[src/rtl/jk_cmd_sequencer.sv]
// Command sequencer for a JK flip-flop: queues {op,count} commands, drives
// registered J/K for count+1 cycles each, and shadows the flop's Q to flag
// any divergence from the fed-back value.
module jk_cmd_sequencer #(
  parameter int unsigned DEPTH = 4,
  parameter int unsigned CNT_W = 4
) (
  input  logic                     clk,
  input  logic                     rst,
  input  logic                     flush,
  input  logic                     cmd_valid,
  output logic                     cmd_ready,
  input  logic [1:0]               cmd_op,
  input  logic [CNT_W-1:0]         cmd_count,
  output logic                     J,
  output logic                     K,
  output logic                     busy,
  output logic [$clog2(DEPTH):0]   level,
  input  logic                     q_fb,
  output logic                     q_model,
  output logic                     mismatch
);

  localparam int unsigned AW = $clog2(DEPTH);
  localparam int unsigned LW = AW + 1;
  localparam int unsigned EW = 2 + CNT_W;

  typedef enum logic {
    IDLE = 1'b0,
    RUN  = 1'b1
  } state_t;

  state_t           r_state;
  state_t           w_state_nxt;
  logic [EW-1:0]    r_mem [DEPTH];
  logic [AW-1:0]    r_wr_ptr;
  logic [AW-1:0]    r_rd_ptr;
  logic [LW-1:0]    r_level;
  logic [CNT_W-1:0] r_rem;
  logic [CNT_W-1:0] w_rem_nxt;
  logic             r_j;
  logic             r_k;
  logic             w_j_nxt;
  logic             w_k_nxt;
  logic             r_q;
  logic             r_mismatch;
  logic             w_full;
  logic             w_empty;
  logic             w_push;
  logic             w_pop;
  logic [EW-1:0]    w_head;

  assign w_full    = (r_level == LW'(DEPTH));
  assign w_empty   = (r_level == '0);
  assign w_push    = cmd_valid && !w_full && !flush;
  assign w_head    = r_mem[r_rd_ptr];

  assign cmd_ready = !w_full;
  assign J         = r_j;
  assign K         = r_k;
  assign busy      = (r_state == RUN);
  assign level     = r_level;
  assign q_model   = r_q;
  assign mismatch  = r_mismatch;

  // FIFO storage: written only on an accepted push
  always_ff @(posedge clk) begin
    if (w_push) begin
      r_mem[r_wr_ptr] <= {cmd_op, cmd_count};
    end
  end

  // FIFO pointers and occupancy; flush empties the queue
  always_ff @(posedge clk or posedge rst) begin
    if (rst) begin
      r_wr_ptr <= '0;
      r_rd_ptr <= '0;
      r_level  <= '0;
    end else if (flush) begin
      r_wr_ptr <= '0;
      r_rd_ptr <= '0;
      r_level  <= '0;
    end else begin
      if (w_push) r_wr_ptr <= r_wr_ptr + AW'(1);
      if (w_pop)  r_rd_ptr <= r_rd_ptr + AW'(1);
      case ({w_push, w_pop})
        2'b10:   r_level <= r_level + LW'(1);
        2'b01:   r_level <= r_level - LW'(1);
        default: r_level <= r_level;
      endcase
    end
  end

  // Sequencer state, J/K drive and remaining-repeat counter
  always_ff @(posedge clk or posedge rst) begin
    if (rst) begin
      r_state <= IDLE;
      r_j     <= 1'b0;
      r_k     <= 1'b0;
      r_rem   <= '0;
    end else begin
      r_state <= w_state_nxt;
      r_j     <= w_j_nxt;
      r_k     <= w_k_nxt;
      r_rem   <= w_rem_nxt;
    end
  end

  // Next-state: pop a command whenever the current one is exhausted
  always_comb begin
    w_state_nxt = r_state;
    w_j_nxt     = r_j;
    w_k_nxt     = r_k;
    w_rem_nxt   = r_rem;
    w_pop       = 1'b0;
    if (flush) begin
      w_state_nxt = IDLE;
      w_j_nxt     = 1'b0;
      w_k_nxt     = 1'b0;
      w_rem_nxt   = '0;
    end else begin
      case (r_state)
        IDLE: begin
          w_j_nxt = 1'b0;
          w_k_nxt = 1'b0;
          if (!w_empty) begin
            w_pop       = 1'b1;
            w_j_nxt     = w_head[EW-1];
            w_k_nxt     = w_head[EW-2];
            w_rem_nxt   = w_head[CNT_W-1:0];
            w_state_nxt = RUN;
          end
        end
        RUN: begin
          if (r_rem != '0) begin
            w_rem_nxt = r_rem - CNT_W'(1);
          end else if (!w_empty) begin
            w_pop     = 1'b1;
            w_j_nxt   = w_head[EW-1];
            w_k_nxt   = w_head[EW-2];
            w_rem_nxt = w_head[CNT_W-1:0];
          end else begin
            w_j_nxt     = 1'b0;
            w_k_nxt     = 1'b0;
            w_state_nxt = IDLE;
          end
        end
        default: w_state_nxt = IDLE;
      endcase
    end
  end

  // Shadow of the flop's Q and sticky divergence flag (flush leaves both alone)
  always_ff @(posedge clk or posedge rst) begin
    if (rst) begin
      r_q        <= 1'b0;
      r_mismatch <= 1'b0;
    end else begin
      case ({r_j, r_k})
        2'b00:   r_q <= r_q;
        2'b01:   r_q <= 1'b0;
        2'b10:   r_q <= 1'b1;
        default: r_q <= ~r_q;
      endcase
      if (q_fb != r_q) r_mismatch <= 1'b1;
    end
  end

endmodule

[config.mk]
export PLATFORM = sky130hd
export DESIGN_NAME = jk_cmd_sequencer
export DESIGN_NICKNAME = d
export VERILOG_FILES = /design/src/rtl/jk_cmd_sequencer.sv
export SDC_FILE = /design/constraint.sdc
export NUM_CORES = 1
export LEC_CHECK = 0
export CAP_MARGIN = 20
export CORE_ASPECT_RATIO = 1.4
export CORE_MARGIN = 8
export CORE_UTILIZATION = 35
export DETAILED_ROUTE_END_ITERATION = 6
export MAX_ROUTING_LAYER = met4
export PLACE_DENSITY_LB_ADDON = 0.3
export SKIP_LAST_GASP = 1
export SYNTH_ARGS = -nofsm -noshare
export SYNTH_HDL_FRONTEND = slang
export SYNTH_SLANG_ARGS = --single-unit
[constraint.sdc]
create_clock -name clk -period 4.4 [get_ports clk]
set_input_delay 0.66 -clock clk [delete_from_list [all_inputs] [get_ports clk]]
set_output_delay 0.66 -clock clk [all_outputs]
set_load 0.1 [all_outputs]
==> impl_metrics.yaml <==
run_status:
  status: "completed"
job:
  drv_cap: 0
setup_path:
  cp.arrival_ns: 2.35
  r2r_end: "level[1]"
  r2r-start: "r_rem[0]"
  critical_path_class: "reg -> out"
  endpoint_kind: "primary output"
  crit_path_max_incr_delay_ns: 0.99
  r2r_cells: 10
  cp_cell_sequence: "or3b_2, clkdlybuf4s50_1"
  worst-endpoint-required_ns: 3.74
  cp_max_fo: 11
  cpMaxStageDelayCell: "clkdlybuf4s50_1"
  ff2ff_setup_slack_ns: 1.81
  start_kind: "register"
clocking:
  cts_resized: 0
  cts_buffer_depth: 2
  cts_made_buffers: 5
  hold_buffers: 0
  htree_levels: 2
  cts_tree: "built"
  clock-root-buffer: "clkbuf_8"
  cts_setup_buffers: 0
  clock_latency_ns: 0.29
  clk_pin_slew_ns: 0.08
  cts_sinks: 40
timing:
  min_period_ns: 3.013
  tightest_slew_ns: 0.9789
  rsz0062_at_grt: "false"
  whs_ns: 0.4808
  final_max_slew_viol_count: 0
  fmax_mhz: 331.9
  final_hold_viol_count: 0
  period_share: 0.6847
  slew_headroom: 0.3453
  setup_ws_ns: 1.387
  setup_violations: 0
  finalClockSkew_ns: 0.006463
  tns_ns: 0
synth:
  synth_area_leader_cell: "edfxtp_1"
  netlist_instances: 151
  ys.flop_type: "edfxtp_1"
  synth_warnings: 0
  ys_async_sr_fraction: 0.4000
  synth.most_common_cell: "edfxtp_1"
  syn_nets: 171
  synth-edff-count: 24
  synth_common_cells: "edfxtp_1, dfrtp_1, nor2_1"
  synth_area_leaders: "edfxtp_1, dfrtp_1, mux4_2"
  synth_seq_cells: 40
  synth.top_cell.area_share: 0.3657
  syn-cell-area_sq_um: 1971
  synth_seq_area_share: 0.5689
  synth_cell_types: 41
  postSynthAreaPerCell_sq_um: 13.05
route:
  avgViaCountPerCell: 5.097
  vias: 1208
  drtIter0Drc: 74
  post_drt_wl_per_cell_microns: 14.77
  wirelength_microns: 3500
  remaining_drc_errors: 0
  ant_nets: 0
  drtPass1Iterations: 4
global_route:
  grt_pass1_vias: 1304
  grt_usage: 0.09712
  grt_pass1_wl_microns: 6051
  grt_start_max_net_pins: 19
  grt.overflow.total: 0
  antenna_found_initial: 0
place:
  gp_congestion: 0.7485
  post-place-ws_ns: 1.631
  portBuffers: 19
  dp.final_hpwl_microns: 2649
min_path:
  hold_class: "reg -> reg"
  holdCritStartpoint: "mismatch"
  whs_endpoint: "mismatch"
  hold_depth: 1
final_layout:
  area_growth_pct: 17.02
  drive_above_1_share: 0.1243
  multi_input_area_sq_um: 760.7
  regArea_sq_um: 1121
  nets: 188
  insertedDiodeCount: 0
  fillCellCount: 496
die:
  die_y_microns: 104.8
  start_util: 0.3593
  pin_count: 20
  rows: 32
  die_area_sq_um: 8321
  dieWidth_microns: 79.42
  core_sq_um: 5485
power:
  ir_worst_vdd_mv: 0.3518
  power_density_nw_per_um2: 686.8
  leakagePower_nw: 0.8305
## sequential cells by signal, indices dropped and copies added (netlist names)
signal	count
r_mem	24
mismatch	1
busy	1
r_wr_ptr	2
J	1
r_rd_ptr	2
q_model	1
level	3
r_rem	4
K	1
## cell families (layout without fill, tap and decap cells)
| group | count (synthesis) | in the layout | synth area share |
|---|---|---|---|
| flops | 40 | 40 | 0.5689 |
| buf+inv | 19 | 37 | 0.04508 |
| compound gates | 27 | 27 | 0.1003 |
| simple gates | 43 | 43 | 0.1238 |
| xor+xnor | 6 | 6 | 0.02667 |
| mux | 7 | 7 | 0.07429 |
| fa+ha+maj | 9 | 9 | 0.06095 |
## stage by stage
stage               std cells  area [sq um]  utilization  power (mW)
global placement          229          2195       0.4001       1.291
finish                    237          2306       0.4204       1.584
global route              237          2306       0.4204       1.686
floorplan                 151          1971            -       1.166
CTS                       237          2306       0.4204       1.607
detailed placement        229          2195       0.4001       1.311
## metal layers
metal	GRT usage	vias to the layer above	share of wire
met5	-	-	0
met1	0.09874	599	0.41
li1	-	576	-
met3	0.03431	6	0.041
met4	0.05585	0	0.021
met2	0.1567	27	0.53
## final cells by class
class,instances,share of cell area
Multi-Input combinational cell,92,0.3299
Inverter,10,0.01628
Clock inverter,3,0.01845
Clock buffer,5,0.02984
Sequential cell,40,0.4862
Timing Repair Buffer,19,0.08247
Tap cell,68,0.03690
## worst max path at each step
stage | slack (ns) | depth (start not counted) | to | startpoint
final | 1.39 | 2 | cmd_ready | level[2]
after global routing | 1.32 | 2 | cmd_ready | level[2]
after CTS | 1.36 | 2 | cmd_ready | level[2]
after detailed placement | 1.63 | 7 | level[1] | flush
after floorplan | 1.64 | 5 | r_mem[0][0] | level[2]
after global placement | 1.71 | 2 | cmd_ready | level[2]
## cell usage in the layout (no fill, tap or decap), types with 2 or more instances in the layout
cell             netlist  routed
nand3_1                2       2
o32ai_1                2       2
a22oi_1                2       2
a21oi_1                8       8
a31oi_1                2       2
nor2_1                12      12
and2_1                 4       4
xnor2_1                5       5
inv_1                 10      10
o21ai_0                2       2
clkdlybuf4s50_1        0      19
dfrtp_1               16      16
nor3b_1                2       2
nand3b_1               3       3
mux4_2                 6       6
nand2b_1               3       3
nand2_1                7       7
ha_1                   8       8
clkbuf_8               0       5
edfxtp_1              24      24
nor2b_1                2       2
a211oi_1               4       4
## critical path, delay by kind of cell (launching register included)
| family | cells | cell delay (ns) |
|---|---|---|
| flip-flops | 1 | 0.54 |
| AND/OR/NAND/NOR | 1 | 0.53 |
| buffers and inverters | 1 | 0.99 |
## where the power goes
| group | internal (mW) | leakage, nW | switching [mW] | total, mW |
|---|---|---|---|---|
| Sequential | 0.464 | 0.424 | 0.0975 | 0.562 |
| Clock | 0.168 | 0.0541 | 0.122 | 0.289 |
| Combinational | 0.267 | 0.352 | 0.466 | 0.733 |
| Total | 0.899 | 0.830 | 0.685 | 1.58 |
Note: power is estimated with default switching activity, not from simulation.
